## src/rtl/cpld_reg_arbiter.sv

```systemverilog
// Two-requester arbiter for the CPLD register-map access port.
// One fixed 4-cycle transaction per grant (IDLE/ISSUE/CAPT/ACK), with BMC write protection.
module cpld_reg_arbiter #(
   parameter bit          FIXED_PRIO  = 1'b0,
   parameter logic [7:0]  IO_BASE_HI  = 8'h00,
   parameter logic [31:0] BMC_WP_MASK = 32'h0000_0012
) (
   input  logic        Mclk,
   input  logic        MainReset,
   input  logic        Req0,
   input  logic        Wr0,
   input  logic [7:0]  Addr0,
   input  logic [7:0]  WData0,
   output logic        Ack0,
   output logic [7:0]  RData0,
   input  logic        Req1,
   input  logic        Wr1,
   input  logic [7:0]  Addr1,
   input  logic [7:0]  WData1,
   output logic        Ack1,
   output logic [7:0]  RData1,
   output logic        Err1,
   output logic        Busy,
   output logic [15:0] DevAddr,
   output logic        RdDev_En,
   output logic        WrDev_En,
   output logic [7:0]  WrDev_Data,
   input  logic [7:0]  RdDev_Data
);

   typedef enum logic [1:0] {
      ST_IDLE  = 2'd0,
      ST_ISSUE = 2'd1,
      ST_CAPT  = 2'd2,
      ST_ACK   = 2'd3
   } state_t;

   state_t      r_state;
   state_t      w_state_next;

   logic        r_gnt;
   logic        r_last_gnt;
   logic        r_wr;
   logic        r_err;

   logic        r_ack0;
   logic        r_ack1;
   logic        r_err1;
   logic        r_busy;
   logic [15:0] r_dev_addr;
   logic        r_rd_en;
   logic        r_wr_en;
   logic [7:0]  r_wr_data;
   logic [7:0]  r_rdata0;
   logic [7:0]  r_rdata1;

   logic        w_gnt_sel;
   logic        w_sel_wr;
   logic [7:0]  w_sel_addr;
   logic [7:0]  w_sel_wdata;
   logic        w_blocked;
   logic        w_load;

   logic        w_ack0_next;
   logic        w_ack1_next;
   logic        w_err1_next;
   logic        w_busy_next;
   logic [15:0] w_dev_addr_next;
   logic        w_rd_en_next;
   logic        w_wr_en_next;
   logic [7:0]  w_wr_data_next;
   logic [7:0]  w_rdata0_next;
   logic [7:0]  w_rdata1_next;

   // On a tie, fixed priority favours requester 0; otherwise grant whoever did not win last.
   always_comb begin
      if (Req0 && Req1) begin
         w_gnt_sel = FIXED_PRIO ? 1'b0 : ~r_last_gnt;
      end else begin
         w_gnt_sel = Req1;
      end
   end

   assign w_sel_wr    = w_gnt_sel ? Wr1    : Wr0;
   assign w_sel_addr  = w_gnt_sel ? Addr1  : Addr0;
   assign w_sel_wdata = w_gnt_sel ? WData1 : WData0;
   assign w_blocked   = w_gnt_sel && w_sel_wr && (w_sel_addr[7:5] == 3'b000)
                        && BMC_WP_MASK[w_sel_addr[4:0]];

   always_ff @(posedge Mclk or posedge MainReset) begin
      if (MainReset) begin
         r_state <= ST_IDLE;
      end else begin
         r_state <= w_state_next;
      end
   end

   always_comb begin
      w_state_next    = r_state;
      w_load          = 1'b0;
      w_ack0_next     = 1'b0;
      w_ack1_next     = 1'b0;
      w_err1_next     = 1'b0;
      w_busy_next     = 1'b1;
      w_dev_addr_next = r_dev_addr;
      w_rd_en_next    = 1'b0;
      w_wr_en_next    = 1'b0;
      w_wr_data_next  = r_wr_data;
      w_rdata0_next   = r_rdata0;
      w_rdata1_next   = r_rdata1;
      case (r_state)
         ST_IDLE: begin
            if (Req0 || Req1) begin
               w_state_next    = ST_ISSUE;
               w_load          = 1'b1;
               w_dev_addr_next = {IO_BASE_HI, w_sel_addr};
               if (!w_sel_wr) begin
                  w_rd_en_next = 1'b1;
               end else if (!w_blocked) begin
                  w_wr_en_next   = 1'b1;
                  w_wr_data_next = w_sel_wdata;
               end
            end else begin
               w_busy_next = 1'b0;
            end
         end
         ST_ISSUE: begin
            w_state_next = ST_CAPT;
         end
         ST_CAPT: begin
            // Read data from the map is valid now, one cycle after the enable.
            w_state_next = ST_ACK;
            if (!r_wr) begin
               if (r_gnt) begin
                  w_rdata1_next = RdDev_Data;
               end else begin
                  w_rdata0_next = RdDev_Data;
               end
            end
            w_ack0_next = ~r_gnt;
            w_ack1_next = r_gnt;
            w_err1_next = r_gnt && r_err;
         end
         ST_ACK: begin
            w_state_next = ST_IDLE;
            w_busy_next  = 1'b0;
         end
         default: begin
            w_state_next = ST_IDLE;
            w_busy_next  = 1'b0;
         end
      endcase
   end

   always_ff @(posedge Mclk or posedge MainReset) begin
      if (MainReset) begin
         r_gnt      <= 1'b0;
         r_last_gnt <= 1'b1;
         r_wr       <= 1'b0;
         r_err      <= 1'b0;
      end else if (w_load) begin
         r_gnt      <= w_gnt_sel;
         r_last_gnt <= w_gnt_sel;
         r_wr       <= w_sel_wr;
         r_err      <= w_blocked;
      end else if (r_state == ST_ACK) begin
         r_err      <= 1'b0;
      end
   end

   always_ff @(posedge Mclk or posedge MainReset) begin
      if (MainReset) begin
         r_ack0     <= 1'b0;
         r_ack1     <= 1'b0;
         r_err1     <= 1'b0;
         r_busy     <= 1'b0;
         r_dev_addr <= {IO_BASE_HI, 8'h00};
         r_rd_en    <= 1'b0;
         r_wr_en    <= 1'b0;
         r_wr_data  <= 8'h00;
         r_rdata0   <= 8'hFF;
         r_rdata1   <= 8'hFF;
      end else begin
         r_ack0     <= w_ack0_next;
         r_ack1     <= w_ack1_next;
         r_err1     <= w_err1_next;
         r_busy     <= w_busy_next;
         r_dev_addr <= w_dev_addr_next;
         r_rd_en    <= w_rd_en_next;
         r_wr_en    <= w_wr_en_next;
         r_wr_data  <= w_wr_data_next;
         r_rdata0   <= w_rdata0_next;
         r_rdata1   <= w_rdata1_next;
      end
   end

   assign Ack0       = r_ack0;
   assign Ack1       = r_ack1;
   assign Err1       = r_err1;
   assign Busy       = r_busy;
   assign DevAddr    = r_dev_addr;
   assign RdDev_En   = r_rd_en;
   assign WrDev_En   = r_wr_en;
   assign WrDev_Data = r_wr_data;
   assign RData0     = r_rdata0;
   assign RData1     = r_rdata1;

endmodule
```

## config.mk

```make
export PLATFORM = sky130hd
export DESIGN_NAME = cpld_reg_arbiter
export DESIGN_NICKNAME = d
export VERILOG_FILES = /design/src/rtl/cpld_reg_arbiter.sv
export SDC_FILE = /design/constraint.sdc
export NUM_CORES = 1
export LEC_CHECK = 0
export CAP_MARGIN = 20
export CORE_ASPECT_RATIO = 0.7
export CORE_UTILIZATION = 40
export DETAILED_ROUTE_END_ITERATION = 10
export PLACE_DENSITY = 0.79
export SYNTH_ARGS = -nofsm -noshare
export SYNTH_HDL_FRONTEND = slang
export SYNTH_SLANG_ARGS = --single-unit
```

## constraint.sdc

```tcl
create_clock -name Mclk -period 2.6 [get_ports Mclk]
set_input_delay 0.65 -clock Mclk [delete_from_list [all_inputs] [get_ports Mclk]]
set_output_delay 0.65 -clock Mclk [all_outputs]
set_load 0.01 [all_outputs]
```

==> run_summary.xml <==
<?xml version="1.0" encoding="UTF-8"?>
<metrics>
  <group name="power_and_ir_drop">
    <metric name="p_leak" unit="nW">1.29</metric>
    <metric name="power.density_cell_area" unit="nW/um2">1060</metric>
    <metric name="vdd_ir_drop_max" unit="mV">0.462</metric>
    <metric name="fin_total_pwr" unit="mW">3.22</metric>
  </group>
  <group name="timing">
    <metric name="timing.final.hold_violations" unit="">0</metric>
    <metric name="min_period" unit="ns">2.12</metric>
    <metric name="worst_clock_skew" unit="ns">0.0110</metric>
    <metric name="grt_setup_unrepaired" unit="">no</metric>
    <metric name="timing.fmax" unit="MHz">472</metric>
    <metric name="maxSlewViolCount" unit="">0</metric>
    <metric name="final_tns_setup" unit="ns">0</metric>
    <metric name="setup_violations" unit="">0</metric>
    <metric name="timing.final.crit_share" unit="%">81.5</metric>
  </group>
  <group name="synth">
    <metric name="synth_cells" unit="">152</metric>
    <metric name="mean_instance_size_in_the_synthesized_netlist" unit="um2">13.3</metric>
    <metric name="count_of_flip_flops_with_a_built_in_enable_after_synthesis" unit="">0</metric>
    <metric name="ys_async_sr_fraction" unit="%">100</metric>
    <metric name="netlist-cell-type-count" unit="">30</metric>
    <metric name="synth.yosys.seq_area_share" unit="%">55.6</metric>
    <metric name="yosys_warnings" unit="">0</metric>
    <metric name="netlist_top_cells_area" unit="">dfrtp_1 33%, dfstp_2 22%, mux2_2 13%</metric>
    <metric name="ys_dominant_reg_cell" unit="">dfrtp_1</metric>
    <metric name="yosys.cell_count.top_type" unit="">dfrtp_1</metric>
    <metric name="ys_seq_elements" unit="">44</metric>
    <metric name="synth_largest_area_cell" unit="">dfrtp_1</metric>
    <metric name="syn-cell-area" unit="um2">2020</metric>
    <metric name="synth_common_cells" unit="">27 x dfrtp_1, 24 x mux2_2, 17 x dfstp_2</metric>
    <metric name="synth_top_cell_area_share" unit="%">33.5</metric>
  </group>
  <group name="clock_network">
    <metric name="tritoncts_num_sinks" unit="">44</metric>
    <metric name="insertion_delay" unit="ns">0.29</metric>
    <metric name="cts_hold_repair.buffers" unit="">0</metric>
    <metric name="cts_setup_buffers" unit="">0</metric>
    <metric name="inserted_clock_buffers" unit="">5</metric>
    <metric name="clock_tree.htree_level_count" unit="">2</metric>
    <metric name="cts_root_buffer" unit="">clkbuf_8</metric>
    <metric name="cts-root-to-sink-buffers" unit="">2</metric>
    <metric name="cts_tree" unit="">yes</metric>
    <metric name="postCtsResizedCells" unit="">0</metric>
    <metric name="clkSlewWorstSetupHoldPaths" unit="ns">0.08</metric>
  </group>
  <group name="worst_setup_path">
    <metric name="cp_slowest_stage_delay" unit="ns">0.47</metric>
    <metric name="critical_path_buf_inv_count" unit="">2</metric>
    <metric name="crit_path_max_fanout" unit="">9</metric>
    <metric name="critPathKind" unit="">in -&gt; reg</metric>
    <metric name="critical-path-top-delay-family" unit="">buffers and inverters</metric>
    <metric name="reg_to_reg_endpoint" unit="">RData0[1]</metric>
    <metric name="worst_setup_path_end_kind" unit="">register</metric>
    <metric name="worst_r2r_path_depth" unit="">5</metric>
    <metric name="worst-endpoint-arrival" unit="ns">2.30</metric>
    <metric name="crit-reg2reg-launch" unit="">r_state[0]</metric>
    <metric name="cp.required" unit="ns">2.78</metric>
    <metric name="crit_slowest_cell" unit="">clkdlybuf4s50_1</metric>
    <metric name="critPathLaunchType" unit="">input port</metric>
    <metric name="r2r_slack" unit="ns">0.90</metric>
    <metric name="worst_setup_startpoint" unit="">Req1</metric>
    <metric name="timing.critical_path.cells" unit="">clkdlybuf4s50_1, a21boi_2, a32o_1, and3_1, buf_4, mux2_4</metric>
  </group>
  <group name="min_path">
    <metric name="min_delay_worst_endpoint" unit="">DevAddr[5]</metric>
    <metric name="min_from" unit="">DevAddr[5]</metric>
    <metric name="timing.hold.worst.class" unit="">reg -&gt; reg</metric>
    <metric name="hold_depth" unit="">2</metric>
  </group>
  <group name="layout">
    <metric name="syn_to_final_growth" unit="%">50.7</metric>
    <metric name="n_antenna_cell" unit="">0</metric>
    <metric name="final_nets" unit="">292</metric>
    <metric name="final_layout_size_suffix_gt1_share" unit="%">27.5</metric>
    <metric name="final.fill_count" unit="">388</metric>
  </group>
  <group name="drt">
    <metric name="routed-wl-met2" unit="um">1590</metric>
    <metric name="route.top_layer_used" unit="">met4</metric>
    <metric name="vias_per_cell" unit="">4.54</metric>
    <metric name="met3_length" unit="um">387</metric>
    <metric name="drtAntennaViolNets" unit="">0</metric>
    <metric name="wl_met1" unit="um">1860</metric>
    <metric name="detail_route.drc_violations" unit="">0</metric>
    <metric name="detailed_router_iteration_count_before_antenna_repair" unit="">4</metric>
    <metric name="drt_iter0_drc" unit="">25</metric>
    <metric name="dr_total_vias" unit="">1420</metric>
    <metric name="route.final.wire_length" unit="um">3900</metric>
    <metric name="wl_per_cell" unit="um">12.5</metric>
  </group>
  <group name="place">
    <metric name="detailedPlacementHpwl" unit="um">2970</metric>
    <metric name="gp_congestion" unit="">0.704</metric>
    <metric name="port_buffers" unit="">83</metric>
  </group>
  <group name="die">
    <metric name="rows" unit="">21</metric>
    <metric name="floorplan.die.height" unit="um">61.4</metric>
    <metric name="die_area" unit="um2">5330</metric>
    <metric name="design.portCount" unit="">92</metric>
    <metric name="floorplan.initialDensity" unit="%">41.9</metric>
    <metric name="chipWidth" unit="um">86.9</metric>
    <metric name="core-area" unit="um2">4810</metric>
  </group>
  <group name="global_routing">
    <metric name="pin_count_of_the_biggest_net_entering_global_routing" unit="">28</metric>
    <metric name="overflow" unit="">0</metric>
    <metric name="grtUsageTotal" unit="%">16.0</metric>
    <metric name="first_global_vias" unit="">1397</metric>
    <metric name="grt_first_pass_wirelength" unit="um">6300</metric>
    <metric name="grt_antenna_before_repair" unit="">0</metric>
  </group>
  <group name="flow_run">
    <metric name="timing.max_cap.violations" unit="">0</metric>
  </group>
  <group name="outcome">
    <metric name="outcome" unit="">finished, final reports clean</metric>
  </group>
</metrics>
placed cells by master, fill, tap and decap left out, types with 2 or more instances in the layout:
cell / n
clkdlybuf4s50_1: 83
dfrtp_1: 27
mux2_2: 24
dfstp_2: 17
nand2_1: 11
o21ai_0: 10
mux2i_1: 9
mux2_4: 8
conb_1: 8
buf_4: 8
clkbuf_8: 5
inv_1: 3
ha_1: 3
and3_1: 2
and2_1: 2
nor2b_1: 2
a21oi_1: 2
nor2_1: 2
a31oi_1: 2
clkbuf_1: 2
flip-flops by register name (all words and copies together) (netlist names):
signal / count
DevAddr: 8
RData0: 8
RData1: 8
WrDev_Data: 8
r_state: 2
Ack0: 1
Ack1: 1
Busy: 1
Err1: 1
RdDev_En: 1
WrDev_En: 1
r_err: 1
r_gnt: 1
r_last_gnt: 1
r_wr: 1
worst max path at each step:
stage          slack [ns]  cells after the start            end
5_1_grt              0.38                      6  WrDev_Data[2]
3_5_place_dp         0.16                      6  WrDev_Data[2]
2_1_floorplan        0.87                      5  WrDev_Data[0]
3_3_place_gp         0.25                      6  WrDev_Data[7]
6_report             0.48                      6  WrDev_Data[3]
4_1_cts              0.48                      6  WrDev_Data[2]
logic make-up after synthesis:
group | after synthesis | share of synthesized area (%)
multiplexers | 41 | 23.8
flip-flops | 44 | 55.6
adder cells (fa/ha/maj) | 3 | 1.86
AO/OA/AOI/OAI | 19 | 5.71
XOR/XNOR | 1 | 0.434
other | 1 | 0.186
AND/OR/NAND/NOR | 24 | 6.27
buffers and inverters | 19 | 6.08
report_power, final:
part	switching (mW)	internal (mW)	total, mW
Combinational	0.551	0.908	1.46
Clock	0.211	0.287	0.498
Sequential	0.168	1.10	1.27
worst register-to-register path, stage by stage, from the launching register on:
cell and delay [ns]:
dfrtp_1 0.39, inv_1 0.10, ha_1 0.19, nor2b_1 0.16
and2_1 0.40, mux2_2 0.39
per-stage QoR:
step	setup WS [ns]	cells	utilization [%]	instance area, um2	hold WS [ns]
finish	0.481	313	63.2	3040	0.484
global route	0.381	313	63.2	3040	0.514
CTS	0.484	313	63.2	3040	0.489
detailed placement	0.157	305	61.0	2930	0.472
global placement	0.251	305	61.0	2930	0.470
floorplan	0.865	159	-	2040	0.441
metal layers:
metal | vias up | global-route usage, %
li1 | 700 | -
met1 | 646 | 20.7
met2 | 67 | 24.3
met3 | 7 | 6.57
met4 | 0 | 6.43
met5 | - | 0
cell type report:
cell class / count / area (um2) / area share (%)
multi-input cells: 96 / 798 / 26.3
flip-flops and latches: 44 / 1120 / 36.9
clock inverters: 1 / 30.0 / 0.988
well taps: 69 / 86.3 / 2.84
repair buffers: 92 / 911 / 30.0
clock buffers: 7 / 76.3 / 2.51
inverters: 4 / 15.0 / 0.494
Power figures use the tool's default switching activity.
